--- src/rtl/vga_pkg.sv ---
// vga_pkg
// Shared definitions for the VGA sync generator slice:
//   - default 640x480 timing (visible/porch/sync widths and totals)
//   - rgb_t pixel type and the colour driven during blanking
//   - cnt_width(): counter width needed to hold 0..modulus-1
package vga_pkg;

  localparam int DEF_H_VISIBLE = 640;
  localparam int DEF_H_FRONT   = 16;
  localparam int DEF_H_SYNC    = 96;
  localparam int DEF_H_BACK    = 48;
  localparam int DEF_V_VISIBLE = 480;
  localparam int DEF_V_FRONT   = 10;
  localparam int DEF_V_SYNC    = 2;
  localparam int DEF_V_BACK    = 33;

  localparam int DEF_H_TOTAL = DEF_H_VISIBLE + DEF_H_FRONT + DEF_H_SYNC + DEF_H_BACK;
  localparam int DEF_V_TOTAL = DEF_V_VISIBLE + DEF_V_FRONT + DEF_V_SYNC + DEF_V_BACK;

  typedef logic [7:0] rgb_t;

  localparam rgb_t BLANK_RGB = 8'h00;

  // A modulus of 1 still needs a one-bit register.
  function automatic int cnt_width(input int modulus);
    return (modulus > 1) ? $clog2(modulus) : 1;
  endfunction

endpackage

--- src/rtl/vga_sync_gen_if.sv ---
// vga_sync_gen_if
// Bundles the frame-buffer read port and the VGA pin outputs.
//   PIX_RD      read strobe to the frame buffer (one HCLK wide)
//   PIX_ADDR    linear raster read address
//   PIX_DATA    read data, valid one HCLK after PIX_RD
//   HSYNC/VSYNC active-low syncs
//   RGB         pixel colour, DE visible-pixel flag
//   FRAME_START one-HCLK pulse when pixel (0,0) reaches the pins
// master: the sync generator; slave: the frame buffer / monitor side.
interface vga_sync_gen_if #(
  parameter int ADDR_W = 19
);
  import vga_pkg::*;

  logic              PIX_RD;
  logic [ADDR_W-1:0] PIX_ADDR;
  rgb_t              PIX_DATA;
  logic              HSYNC;
  logic              VSYNC;
  rgb_t              RGB;
  logic              DE;
  logic              FRAME_START;

  modport master (
    input  PIX_DATA,
    output PIX_RD, PIX_ADDR, HSYNC, VSYNC, RGB, DE, FRAME_START
  );

  modport slave (
    output PIX_DATA,
    input  PIX_RD, PIX_ADDR, HSYNC, VSYNC, RGB, DE, FRAME_START
  );

endinterface

--- src/rtl/vga_timing_counter.sv ---
// vga_timing_counter
// Modulo-MODULUS counter used for the horizontal and vertical raster
// position.
//   clk    system clock
//   clr    synchronous clear (highest priority)
//   inc    advance by one when high
//   count  current position, 0..MODULUS-1
//   wrap   high in the cycle where inc moves count from MODULUS-1 to 0
module vga_timing_counter
  import vga_pkg::*;
#(
  parameter int MODULUS = 800,
  parameter int W       = cnt_width(MODULUS)
) (
  input  logic         clk,
  input  logic         clr,
  input  logic         inc,
  output logic [W-1:0] count,
  output logic         wrap
);

  // Combinational so the next counter in the chain advances on the same edge.
  assign wrap = inc && (count == W'(MODULUS - 1));

  always_ff @(posedge clk) begin
    if (clr) begin
      count <= '0;
    end else if (inc) begin
      count <= wrap ? '0 : count + W'(1);
    end
  end

endmodule

--- src/rtl/vga_sync_gen.sv ---
// vga_sync_gen
// VGA transmitter: walks the raster, fetches one byte per visible pixel
// from a synchronous-read frame buffer and drives HSYNC/VSYNC/RGB/DE.
//   HCLK    system clock
//   HRESET  synchronous active-high reset (wins over EN)
//   EN      run enable; low freezes the whole raster
//   bus     vga_sync_gen_if master: frame-buffer read port and VGA pins
// Pins show raster position (h,v) two pixel ticks after the counters
// hold it: stage 1 issues the read and decodes sync, stage 2 drives pins.
module vga_sync_gen
  import vga_pkg::*;
#(
  parameter int CLK_DIV   = 2,
  parameter int H_VISIBLE = DEF_H_VISIBLE,
  parameter int H_FRONT   = DEF_H_FRONT,
  parameter int H_SYNC    = DEF_H_SYNC,
  parameter int H_BACK    = DEF_H_BACK,
  parameter int V_VISIBLE = DEF_V_VISIBLE,
  parameter int V_FRONT   = DEF_V_FRONT,
  parameter int V_SYNC    = DEF_V_SYNC,
  parameter int V_BACK    = DEF_V_BACK,
  parameter int ADDR_W    = 19
) (
  input  logic           HCLK,
  input  logic           HRESET,
  input  logic           EN,
  vga_sync_gen_if.master bus
);

  localparam int H_TOTAL = H_VISIBLE + H_FRONT + H_SYNC + H_BACK;
  localparam int V_TOTAL = V_VISIBLE + V_FRONT + V_SYNC + V_BACK;
  localparam int HW      = cnt_width(H_TOTAL);
  localparam int VW      = cnt_width(V_TOTAL);
  localparam int DW      = cnt_width(CLK_DIV);

  logic [DW-1:0]     div;
  logic              pix_ce;
  logic [HW-1:0]     h_cnt;
  logic [VW-1:0]     v_cnt;
  logic              h_wrap;
  logic              v_wrap;
  logic              vis;
  logic              hs_now;
  logic              vs_now;
  logic [ADDR_W-1:0] addr_cnt;
  logic              hs1;
  logic              vs1;
  logic              de1;
  logic              fs1;
  logic              rd_q;
  rgb_t              pix_hold;
  rgb_t              pix_word;

  // Pixel-rate divider; it only counts while EN is high so a pause
  // resumes mid-pixel exactly where it stopped.
  assign pix_ce = EN && (div == DW'(CLK_DIV - 1));

  always_ff @(posedge HCLK) begin
    if (HRESET) begin
      div <= '0;
    end else if (EN) begin
      div <= pix_ce ? '0 : div + DW'(1);
    end
  end

  vga_timing_counter #(.MODULUS(H_TOTAL)) u_h_cnt (
    .clk   (HCLK),
    .clr   (HRESET),
    .inc   (pix_ce),
    .count (h_cnt),
    .wrap  (h_wrap)
  );

  vga_timing_counter #(.MODULUS(V_TOTAL)) u_v_cnt (
    .clk   (HCLK),
    .clr   (HRESET),
    .inc   (h_wrap),
    .count (v_cnt),
    .wrap  (v_wrap)
  );

  assign vis    = (int'(h_cnt) < H_VISIBLE) && (int'(v_cnt) < V_VISIBLE);
  assign hs_now = !((int'(h_cnt) >= H_VISIBLE + H_FRONT) &&
                    (int'(h_cnt) <  H_VISIBLE + H_FRONT + H_SYNC));
  assign vs_now = !((int'(v_cnt) >= V_VISIBLE + V_FRONT) &&
                    (int'(v_cnt) <  V_VISIBLE + V_FRONT + V_SYNC));

  // Read data arrives the HCLK after PIX_RD. Use it directly on that cycle
  // and keep a copy so slower pixel rates still see it at stage 2.
  always_ff @(posedge HCLK) begin
    if (HRESET) begin
      rd_q     <= 1'b0;
      pix_hold <= BLANK_RGB;
    end else begin
      rd_q <= bus.PIX_RD;
      if (rd_q) begin
        pix_hold <= bus.PIX_DATA;
      end
    end
  end

  assign pix_word = rd_q ? bus.PIX_DATA : pix_hold;

  // Two-stage pixel pipeline. The address is a running count of visible
  // pixels, cleared when the raster wraps back to (0,0).
  always_ff @(posedge HCLK) begin
    if (HRESET) begin
      addr_cnt        <= '0;
      bus.PIX_RD      <= 1'b0;
      bus.PIX_ADDR    <= '0;
      hs1             <= 1'b1;
      vs1             <= 1'b1;
      de1             <= 1'b0;
      fs1             <= 1'b0;
      bus.HSYNC       <= 1'b1;
      bus.VSYNC       <= 1'b1;
      bus.RGB         <= BLANK_RGB;
      bus.DE          <= 1'b0;
      bus.FRAME_START <= 1'b0;
    end else begin
      bus.PIX_RD      <= pix_ce && vis;
      bus.FRAME_START <= pix_ce && fs1;
      if (pix_ce) begin
        if (vis) begin
          bus.PIX_ADDR <= addr_cnt;
        end
        if (h_wrap && v_wrap) begin
          addr_cnt <= '0;
        end else if (vis) begin
          addr_cnt <= addr_cnt + ADDR_W'(1);
        end
        hs1       <= hs_now;
        vs1       <= vs_now;
        de1       <= vis;
        fs1       <= (h_cnt == '0) && (v_cnt == '0);
        bus.HSYNC <= hs1;
        bus.VSYNC <= vs1;
        bus.DE    <= de1;
        bus.RGB   <= de1 ? pix_word : BLANK_RGB;
      end
    end
  end

endmodule

--- src/flat_wrapper.sv ---
// flat-port wrapper written by rule: the top's interface ports become plain ports
module vga_sync_gen_flat import vga_pkg::*;
#(
  parameter int CLK_DIV   = 2,
  parameter int H_VISIBLE = DEF_H_VISIBLE,
  parameter int H_FRONT   = DEF_H_FRONT,
  parameter int H_SYNC    = DEF_H_SYNC,
  parameter int H_BACK    = DEF_H_BACK,
  parameter int V_VISIBLE = DEF_V_VISIBLE,
  parameter int V_FRONT   = DEF_V_FRONT,
  parameter int V_SYNC    = DEF_V_SYNC,
  parameter int V_BACK    = DEF_V_BACK,
  parameter int ADDR_W    = 19
)
  (HCLK, HRESET, EN, bus_PIX_DATA, bus_PIX_RD, bus_PIX_ADDR, bus_HSYNC, bus_VSYNC, bus_RGB, bus_DE, bus_FRAME_START);
  vga_sync_gen_if #(.ADDR_W(ADDR_W)) bus_i ();
  input  logic HCLK;
  input  logic HRESET;
  input  logic EN;
  input wire logic [$bits(bus_i.PIX_DATA)-1:0] bus_PIX_DATA;
  output wire logic [$bits(bus_i.PIX_RD)-1:0] bus_PIX_RD;
  output wire logic [$bits(bus_i.PIX_ADDR)-1:0] bus_PIX_ADDR;
  output wire logic [$bits(bus_i.HSYNC)-1:0] bus_HSYNC;
  output wire logic [$bits(bus_i.VSYNC)-1:0] bus_VSYNC;
  output wire logic [$bits(bus_i.RGB)-1:0] bus_RGB;
  output wire logic [$bits(bus_i.DE)-1:0] bus_DE;
  output wire logic [$bits(bus_i.FRAME_START)-1:0] bus_FRAME_START;
  assign bus_i.PIX_DATA = bus_PIX_DATA;
  assign bus_PIX_RD = bus_i.PIX_RD;
  assign bus_PIX_ADDR = bus_i.PIX_ADDR;
  assign bus_HSYNC = bus_i.HSYNC;
  assign bus_VSYNC = bus_i.VSYNC;
  assign bus_RGB = bus_i.RGB;
  assign bus_DE = bus_i.DE;
  assign bus_FRAME_START = bus_i.FRAME_START;
  vga_sync_gen #(.CLK_DIV(CLK_DIV), .H_VISIBLE(H_VISIBLE), .H_FRONT(H_FRONT), .H_SYNC(H_SYNC), .H_BACK(H_BACK), .V_VISIBLE(V_VISIBLE), .V_FRONT(V_FRONT), .V_SYNC(V_SYNC), .V_BACK(V_BACK), .ADDR_W(ADDR_W)) u_core (.HCLK(HCLK), .HRESET(HRESET), .EN(EN), .bus(bus_i));
endmodule
--- config.mk ---
export PLATFORM = sky130hd
export DESIGN_NAME = vga_sync_gen_flat
export DESIGN_NICKNAME = d
export VERILOG_FILES = /design/src/rtl/vga_pkg.sv /design/src/rtl/vga_sync_gen_if.sv /design/src/rtl/vga_timing_counter.sv /design/src/rtl/vga_sync_gen.sv /design/src/flat_wrapper.sv
export SDC_FILE = /design/constraint.sdc
export NUM_CORES = 1
export LEC_CHECK = 0
export BUFFER_PORTS_ARGS = -buffer_cell sky130_fd_sc_hd__buf_2
export CORE_MARGIN = 2
export CORE_UTILIZATION = 60
export CTS_CLUSTER_DIAMETER = 30
export CTS_CLUSTER_SIZE = 10
export DETAILED_ROUTE_END_ITERATION = 16
export PLACE_DENSITY_LB_ADDON = 0.12
export SETUP_SLACK_MARGIN = 0.2
export SLEW_MARGIN = 5
export SYNTH_ARGS = -nofsm -noshare
export SYNTH_HDL_FRONTEND = slang
export SYNTH_SLANG_ARGS = --single-unit
--- constraint.sdc ---
create_clock -name HCLK -period 4 [get_ports HCLK]
set_clock_uncertainty 0.05 [all_clocks]
set_input_delay 0.4 -clock HCLK [delete_from_list [all_inputs] [get_ports HCLK]]
set_output_delay 0.4 -clock HCLK [all_outputs]
set_load 0.03 [all_outputs]
### Yosys cells after proc, flatten, opt, wreduce, memory -nomap -nowiden

Cells that the tools add are included.

| storage, ports and cells | value |
|---|---|
| word-level logic and storage cells | 53 |
| output and inout bits | 32 |
| bits in registers | 85 |

| cells by class | value |
|---|---|
| reduce and logical (&&, ||, !) cells | 17 |
| magnitude comparators | 6 |
| multiplexer cells | 7 |
| equal/unequal tests | 2 |
| $add $sub $neg | 4 |

Operator list:

| operator | count |
|---|---|
| $mux W19 | 2 |
| $add A10 B1 Y10 const B | 2 |
| $eq A10 B10 Y1 const B | 2 |
| $logic_not A10 Y1 | 2 |
| $lt A10 B10 Y1 const B | 2 |
| $lt A10 B9 Y1 const B | 2 |
| $mux W10 | 2 |
| $add A19 B1 Y19 const B | 1 |
| $mux W8 | 2 |
| $ge A10 B10 Y1 const B | 1 |
| $ge A10 B9 Y1 const B | 1 |
| $logic_and A1 B1 Y1 | 10 |
| $reduce_and A2 Y1 | 2 |
| $logic_not A1 Y1 | 2 |
| $reduce_bool A2 Y1 | 1 |
| $add A1 B1 Y1 const B | 1 |
| $mux W1 | 1 |

### Depth between registers and ports, before layout

Gate-level depths: netlist (run 1).

| depth | value |
|---|---|
| word-level depth | 6 |
| mapped depth | 7 |

### Hierarchy

From an unflattened synthesis (run 1), not the netlist that was laid out.

| unflattened totals | value |
|---|---|
| cells, all modules | 406 |
| area, all modules | 3612.2 µm² |

Modules (own cells, without submodules):

| module | area each (µm²) | times used | cells an instance |
|---|---|---|---|
| vga_sync_gen | 2602.5 | 1 | 294 |
| vga_timing_counter at u_core.u_h_cnt | 506.7 | 1 | 56 |
| vga_timing_counter at u_core.u_v_cnt | 503.0 | 1 | 56 |

### Worst setup path before layout (run 1)

Ideal clock, no wire load.

| timing | value |
|---|---|
| path kind | input to register |
| start | in EN |
| end | reg u_core.addr_cnt[0] |
| stages | 7 |
| arrival | 1.820 ns |
| required time | 3.833 ns |
| path slack | 2.013 ns |
| setup time | 0.117 ns |
| path through | buf_2 -> nand4bb_1 -> or3_1 -> buf_4 -> o21ai_4 -> buf_2 -> nor2_1 |

| on the way | value |
|---|---|
| longest elaborated chain between the ends | 6 |

Ends and longest elaborated chain:

| element | line | source |
|---|---|---|
| from (decl) | flat_wrapper.sv:19 | `input logic EN;` |
| $logic_and A1 B1 Y1 * | vga_sync_gen.sv:56 | `assign pix_ce = EN && (div == DW'(CLK_DIV - 1));` |
| $logic_and A1 B1 Y1 (2 in series) | vga_timing_counter.sv:23 | `assign wrap = inc && (count == W'(MODULUS - 1));` |
| $logic_and A1 B1 Y1 | vga_sync_gen.sv:127 | `if (h_wrap && v_wrap) begin` |
| $reduce_bool A2 Y1 (no source line) | -- |  |
| $reduce_and A2 Y1 (no source line) | -- |  |
| to (signal assigned) | vga_sync_gen.sv:130 | `addr_cnt <= addr_cnt + ADDR_W'(1);` |
| to (decl) | vga_sync_gen.sv:45 | `logic [ADDR_W-1:0] addr_cnt;` |

Every way passes the cells marked *; elsewhere a longest branch is shown, timed or not.
A chain may end at the register's enable or synchronous reset.

### Final worst setup path (run 1)

| timing | value |
|---|---|
| start | reg u_core.u_h_cnt.count[8] |
| end | reg u_core.addr_cnt[9] |

| on the way | value |
|---|---|
| longest elaborated chain between the ends | 6 |

Ends and longest elaborated chain:

| element | line | source |
|---|---|---|
| from (decl) | vga_timing_counter.sv:18 | `output logic [W-1:0] count,` |
| from (signal assigned) | vga_timing_counter.sv:29 | `count <= wrap ? '0 : count + W'(1);` |
| branches (longest 6 deep; another with $lt A10 B10 Y1) | -- |  |

Parallel ways; which one is timed is not known.

==> metrics.md, run 1 <==
| Metric | Value |
|---|---|
| Ports | 43 |
| DR top layer | met4 |
| Met2 WL post-DR | 3460 um |
| Nets@finish | 451 |
| Max Fanout on Critical Path | 22 |
| Via count | 2964 |
| Final Hold Fails | 0 |
| Seq. cell area | 1700 um2 |
| Area share of the largest cell type after synthesis | 0.482 |
| Drt pass-1 iters | 4 |
| CTS root buffer | clkbuf_8 |
| Synthesized cell area | 3530 um2 |
| Final instance area | 3920 um2 |
| Wl on met1 | 3270 um |
| Final Critical Period | 2.50 ns |
| Fill count | 472 |
| Longest Clk Path Bufs | 2 |
| Pwr dens | 373 nW/um2 |
| Antenna viol nets, final | 0 |
| Netlist cell types | 43 |
| Sequential-to-total area share from yosys stat | 0.482 |
| Worst slew pin tran | 0.756 ns |
| CP max stage delay | 0.55 ns |
| Drt total wl | 7120 um |
| Area Overhead vs Synth | 10.9% |
| Req. time, crit path | 4.21 ns |
| Max-slew headroom | 0.496 |
| Largest net degree at the start of global routing | 40 |
| Initial antenna violation count | 0 |
| H-tree depth | 3 |
| Ranking of synthesized cells by area | dfxtp_1 48%, nand2_1 6.7%, a21oi_1 6.4%, nor2_1 3.1%, nand4_1 2.8% |
| Final Max Slew Viols | 0 |
| Ys async rst share | 0 |
| Worst Min Path Start | bus_PIX_DATA[1] |
| Syn Nets | 420 |
| Cell taking the most area after synthesis | dfxtp_1 |
| Setup bufs post-CTS | 0 |
| Num CTS Buffers | 9 |
| Post-Syn Area per Cell | 8.74 um2 |
| Startpoint Class | flop |
| Wirelength per Cell | 13.9 um |
| Total die area | 6510 um2 |
| Critical setup path kind | flop to flop |
| Initial drt markers | 104 |
| Post-DP HPWL | 4800 um |
| Placed cell areas | 3740 um2 |
| Yosys Warn Count | 0 |
| Crit path DAT | 2.71 ns |
| Post-synth EDFFs | 0 |
| RD Place Congestion | 0.870 |
| Core Box Area | 5610 um2 |
| ANT cells | 0 |
| Die Height | 80.7 um |
| Vias in the first global route | 2756 |
| Clock Latency Late Sink | 0.34 ns |
| Cts repair resizes | 0 |
| Row Count | 27 |
| Metal3 WL | 329 um |
| #FFs+latches synth | 85 |
| Max-cap violation count | 0 |
| Final core occ | 0.698 |
| Register clock-pin slew on the reported worst setup and hold paths | 0.08 ns |
| GRT Overall Usage | 0.238 |
| Period utilisation layout | 0.626 |
| RSZ-0062 raised after global routing | false |
| Area occupied by multi-input gates | 1700 um2 |
| Crit. Startpoint | u_core.u_h_cnt.count[8] |
| Max Freq | 400 MHz |
| Max stage delay cell, worst path | nand3_1 |
| Residual DRC | 0 |
| P_leak | 1.37 nW |
| Overflow after GRT | 0 |
| Worst min-delay path category | primary input to flop |
| # port buffers | 42 |
| Cts hold-fix bufs | 0 |
| CP cell instances | o21ai_1 -> nand3_1 -> buf_4 -> or4_1 -> a21oi_1 |
| Total chip power | 1.46 mW |
| Via-to-Cell Ratio | 5.79 |
| FF-to-FF Start | u_core.u_h_cnt.count[8] |
| Final setup violating endpoints | 0 |
| DIE WIDTH | 80.7 um |
| Dominant synthesized flop cell | dfxtp_1 |
| Maximum VDD drop | 0.245 mV |
| Num Clock Sinks | 85 |
| First-pass GRT wire length | 12200 um |
| Setup TNS | 0 ns |
| CTS tree | built |
| Share of cells above drive strength 1 | 0.155 |
| Cell count after synthesis | 404 |
| Status | complete, no violations |
| Nature of the critical path endpoint | flop |
| Effective utilization at floorplan | 0.630 |
-- cell type report --
cell class | count | share of cell area
Tap cell | 72 | 0.0230
Multi-Input combinational cell | 288 | 0.434
Timing Repair Buffer | 43 | 0.0556
Clock buffer | 12 | 0.0396
Clock inverter | 4 | 0.00575
Sequential cell | 85 | 0.435
Inverter | 8 | 0.00767
-- synth_stat cells (2+ instances only) --
cell type and number:
a21oi_1 45, a32o_1 8, and2_1 4, and3_1 3, buf_2 5, buf_4 2
clkbuf_1 15, dfxtp_1 85, ha_1 5, inv_1 8, mux2i_1 8, nand2_1 63
nand3_1 17, nand4_1 16, nor2_1 29, nor2b_1 2, nor3_1 4, nor4_1 7
o21ai_0 10, o31ai_1 12, or3_1 9, or4_1 11, or4_4 3, xnor2_1 10
xor2_1 5
-- where the power goes --
| part | total (mW) | internal [mW] | switching [mW] |
|---|---|---|---|
| combinational | 0.0635 | 0.0172 | 0.0463 |
| sequential | 0.861 | 0.854 | 0.00771 |
| clock | 0.535 | 0.257 | 0.279 |
-- placed cells by master (no fill, tap or decap), types with 2 or more instances in the layout --
cell	instances
and3_1	3
nor2_1	29
or4_4	3
nor4_1	7
mux2i_1	8
ha_1	5
xor2_1	5
xnor2_1	10
and2_1	4
nor2b_1	2
a32o_1	8
inv_1	8
a21oi_1	45
o31ai_1	12
or4_1	11
dfxtp_1	85
clkinv_2	3
buf_2	42
nor3_1	4
nand2_1	63
or3_1	9
nand4_1	16
nand3_1	17
o21ai_0	10
clkbuf_8	11
-- metal layers --
layer,up-vias,GRT usage
li1,1522,-
met1,1367,0.298
met2,70,0.408
met3,5,0.0618
met4,0,0.0644
met5,-,0
-- worst max-delay path: cells and delay by family, from the launching register on --
family | cells | cell delay, ns
simple gates | 2 | 1.06
buf+inv | 1 | 0.42
compound gates | 2 | 0.48
flops | 1 | 0.40
-- kinds of logic after synthesis --
logic type | after synthesis | share of synthesized area
compound gates | 80 | 0.139
xor+xnor | 15 | 0.0372
fa+ha+maj | 5 | 0.0177
buf+inv | 31 | 0.0368
flops | 85 | 0.482
mux | 8 | 0.0227
simple gates | 180 | 0.265
-- sequential cells by signal, summed over array words and instances (netlist names), 8 cells and up --
name                  flops
u_core.bus.RGB            8
u_core.u_h_cnt.count     10
u_core.addr_cnt          19
u_core.bus.PIX_ADDR      19
u_core.u_v_cnt.count     10
u_core.pix_hold           8
-- through the flow --
stage                     instances  setup slack, ns  hold WS, ns
final                           512             1.50        0.304
after global routing            512             1.29        0.316
after CTS                       512             1.49        0.296
after detailed placement        496             1.44        0.393
after global placement          496             1.52        0.386
after floorplan                 404             2.01        0.375
-- path summary, 6_finish.rpt --
check,to,slack [ns],cells after the start
worst min register to register,u_core.fs1,0.40,2
worst max register to register,u_core.addr_cnt[9],1.50,5
worst min-delay path,u_core.pix_hold[1],0.30,3
worst max-delay path,u_core.addr_cnt[9],1.50,5
No activity file was read; power rests on OpenSTA's default activity.
==> run 2: changes to the inputs <==
--- a/config.mk
+++ b/config.mk
@@ -7,7 +7,7 @@
 export LEC_CHECK = 0
 export BUFFER_PORTS_ARGS = -buffer_cell sky130_fd_sc_hd__buf_2
 export CORE_MARGIN = 2
-export CORE_UTILIZATION = 60
+export CORE_UTILIZATION = 57
 export CTS_CLUSTER_DIAMETER = 30
 export CTS_CLUSTER_SIZE = 10
 export DETAILED_ROUTE_END_ITERATION = 16
==> constraint.sdc (replaced) <==
create_clock -name HCLK -period 2.5 [get_ports HCLK]
set_clock_uncertainty 0.05 [all_clocks]
set_input_delay 0.25 -clock HCLK [delete_from_list [all_inputs] [get_ports HCLK]]
set_output_delay 0.25 -clock HCLK [all_outputs]
set_load 0.03 [all_outputs]
==> run 2 against run 1 <==
Against the previous run: cell count increased by 2.0%; count of clock-buffer cells in the layout shrank 1; register-to-register slack worse by 1.2 ns; largest cell class is now multi-input gates; hold slack lost 0.17 ns; sequential share of layout area decreased by 0.88 points; first-iteration DRC count is 20% higher.
==> metrics.md, run 2 (same netlist as run 1, synthesis figures left out) <==
| Metric | Value |
|---|---|
| DIE WIDTH | 82.7 um |
| FF-to-FF End | u_core.u_v_cnt.count[8] |
| Post-Layout Cell Count | 522 |
| Pwr dens | 609 nW/um2 |
| Crit path DAT | 2.39 ns |
| Vias in the first global route | 2756 |
| GRT Overall Usage | 0.234 |
| Share of cells above drive strength 1 | 0.170 |
| Max-slew headroom | 0.632 |
| Wirelength per Cell | 14.2 um |
| RD Place Congestion | 0.828 |
| Initial drt markers | 125 |
| Register clock-pin slew on the reported worst setup and hold paths | 0.08 ns |
| Largest net degree at the start of global routing | 24 |
| H-tree depth | 3 |
| Worst slew pin tran | 0.550 ns |
| Total die area | 6840 um2 |
| Final setup violating endpoints | 0 |
| Max-cap violation count | 0 |
| Residual DRC | 0 |
| Final setup margin | 0.344 ns |
| Worst min-delay path category | primary input to flop |
| Initial antenna violation count | 0 |
| R2R depth | 5 |
| RSZ-0062 raised after global routing | false |
| Longest Clk Path Bufs | 2 |
| Cell total after placement | 507 |
| CTS root buffer | clkbuf_8 |
| # port buffers | 42 |
| Most frequent cells in the layout | 85 x dfxtp_1, 63 x nand2_1, 45 x a21oi_1, 42 x buf_2, 29 x nor2_1 |
| Cts hold-fix bufs | 0 |
| Final Max Slew Viols | 0 |
| Num CTS Buffers | 9 |
| P_leak | 1.41 nW |
| Fill count | 522 |
| Final Critical Period | 2.16 ns |
| Req. time, crit path | 2.74 ns |
| Effective utilization at floorplan | 0.593 |
| Total chip power | 2.44 mW |
| Period utilisation layout | 0.862 |
| Drt total wl | 7430 um |
| Top Registers | u_core.addr_cnt x19, u_core.bus.PIX_ADDR x19 |
| Maximum VDD drop | 0.405 mV |
| Setup TNS | 0 ns |
| Final core occ | 0.671 |
| Via-to-Cell Ratio | 5.80 |
| Hold endpoint | u_core.pix_hold[3] |
| Ports | 43 |
| Critical setup path kind | flop to flop |
| First-pass GRT wire length | 12300 um |
| Worst Min Path Start | bus_PIX_DATA[3] |
| DP Worst Slack | 0.273 ns |
| Nets@finish | 459 |
| Max Fanout on Critical Path | 11 |
| FF-to-FF Start | u_core.u_h_cnt.count[1] |
| Drt pass-1 iters | 4 |
| Status | complete, no violations |
| Via count | 3026 |
| Worst Hold Depth | 3 |
| Die Height | 82.7 um |
| Core Box Area | 5960 um2 |
| CTS tree | built |
| Post-DP HPWL | 5120 um |
| Antenna viol nets, final | 0 |
| Overflow after GRT | 0 |
| ANT cells | 0 |
| Num Clock Sinks | 85 |
| Max Freq | 464 MHz |
| Final Hold Fails | 0 |
| Row Count | 28 |
| R2R Setup Slk | 0.34 ns |
| Setup bufs post-CTS | 0 |
| Most common cell after layout, fill and taps aside | dfxtp_1 |
| Startpoint Class | flop |
| Clock Latency Late Sink | 0.35 ns |
| Area Overhead vs Synth | 13.2% |
| Nature of the critical path endpoint | flop |
==> run 2: changes by cell type in the layout (fill, tap and decap cells not counted) <==
cell and delta:
buf_4 +8, bufinv_16 +1, clkbuf_8 -1, clkinv_2 -1, clkinv_4 +1, clkinvlp_4 -1, or3_1 -1, or3_4 +1
==> run 2: per-layer routing <==
layer | GRT usage | vias up | share of wire
met2 | 0.411 | 43 | 0.50
li1 | - | 1526 | -
met3 | 0.0587 | 12 | 0.033
met5 | 0 | - | 0
met4 | 0.0836 | 0 | 0.015
met1 | 0.275 | 1445 | 0.45
==> run 2: power by group <==
group	leakage (nW)	switching, mW	internal, mW
Combinational	0.628	0.0804	0.0365
Sequential	0.686	0.0107	1.37
Clock	0.0992	0.460	0.482
Total	1.41	0.551	1.88
==> run 2: through the flow <==
stage          hold slack (ns)  area [um2]
4_1_cts                  0.125        3990
2_1_floorplan            0.375        3530
6_report                 0.138        4000
3_3_place_gp             0.385        3800
3_5_place_dp             0.387        3800
5_1_grt                  0.153        4000
==> run 2: worst max-delay path: stages, from the launching register on <==
cell     delay (ns)
dfxtp_1        0.40
ha_1           0.23
nand4_1        0.28
or3_4          0.49
or4_1          0.49
a21oi_1        0.15
==> run 2: worst max path at each step <==
stage	startpoint	endpoint	slack [ns]
global route	u_core.u_h_cnt.count[1]	u_core.u_v_cnt.count[8]	0.22
finish	u_core.u_h_cnt.count[1]	u_core.u_v_cnt.count[8]	0.34
CTS	u_core.u_h_cnt.count[0]	u_core.u_v_cnt.count[8]	0.25
detailed placement	u_core.u_h_cnt.count[0]	u_core.u_v_cnt.count[8]	0.27
floorplan	u_core.u_h_cnt.count[0]	u_core.addr_cnt[0]	0.54
global placement	u_core.u_h_cnt.count[0]	u_core.u_v_cnt.count[8]	0.36
==> run 2: what timing repair did <==
| item | in CTS | in global routing |
|---|---|---|
| gates resized for setup | 0 | 1 |
| setup endpoints to repair | 0 | 17 |
| endpoints found under the hold margin | 0 | 0 |
==> run 2: cell type report <==
| class | instances | area (um2) | share of cell area |
|---|---|---|---|
| multi-input combinational | 288 | 1700 | 0.426 |
| inverter | 8 | 30.0 | 0.00751 |
| timing repair buffer | 51 | 278 | 0.0695 |
| sequential | 85 | 1700 | 0.426 |
| clock inverter | 4 | 48.8 | 0.0122 |
| tap | 75 | 93.8 | 0.0235 |
| clock buffer | 11 | 141 | 0.0354 |
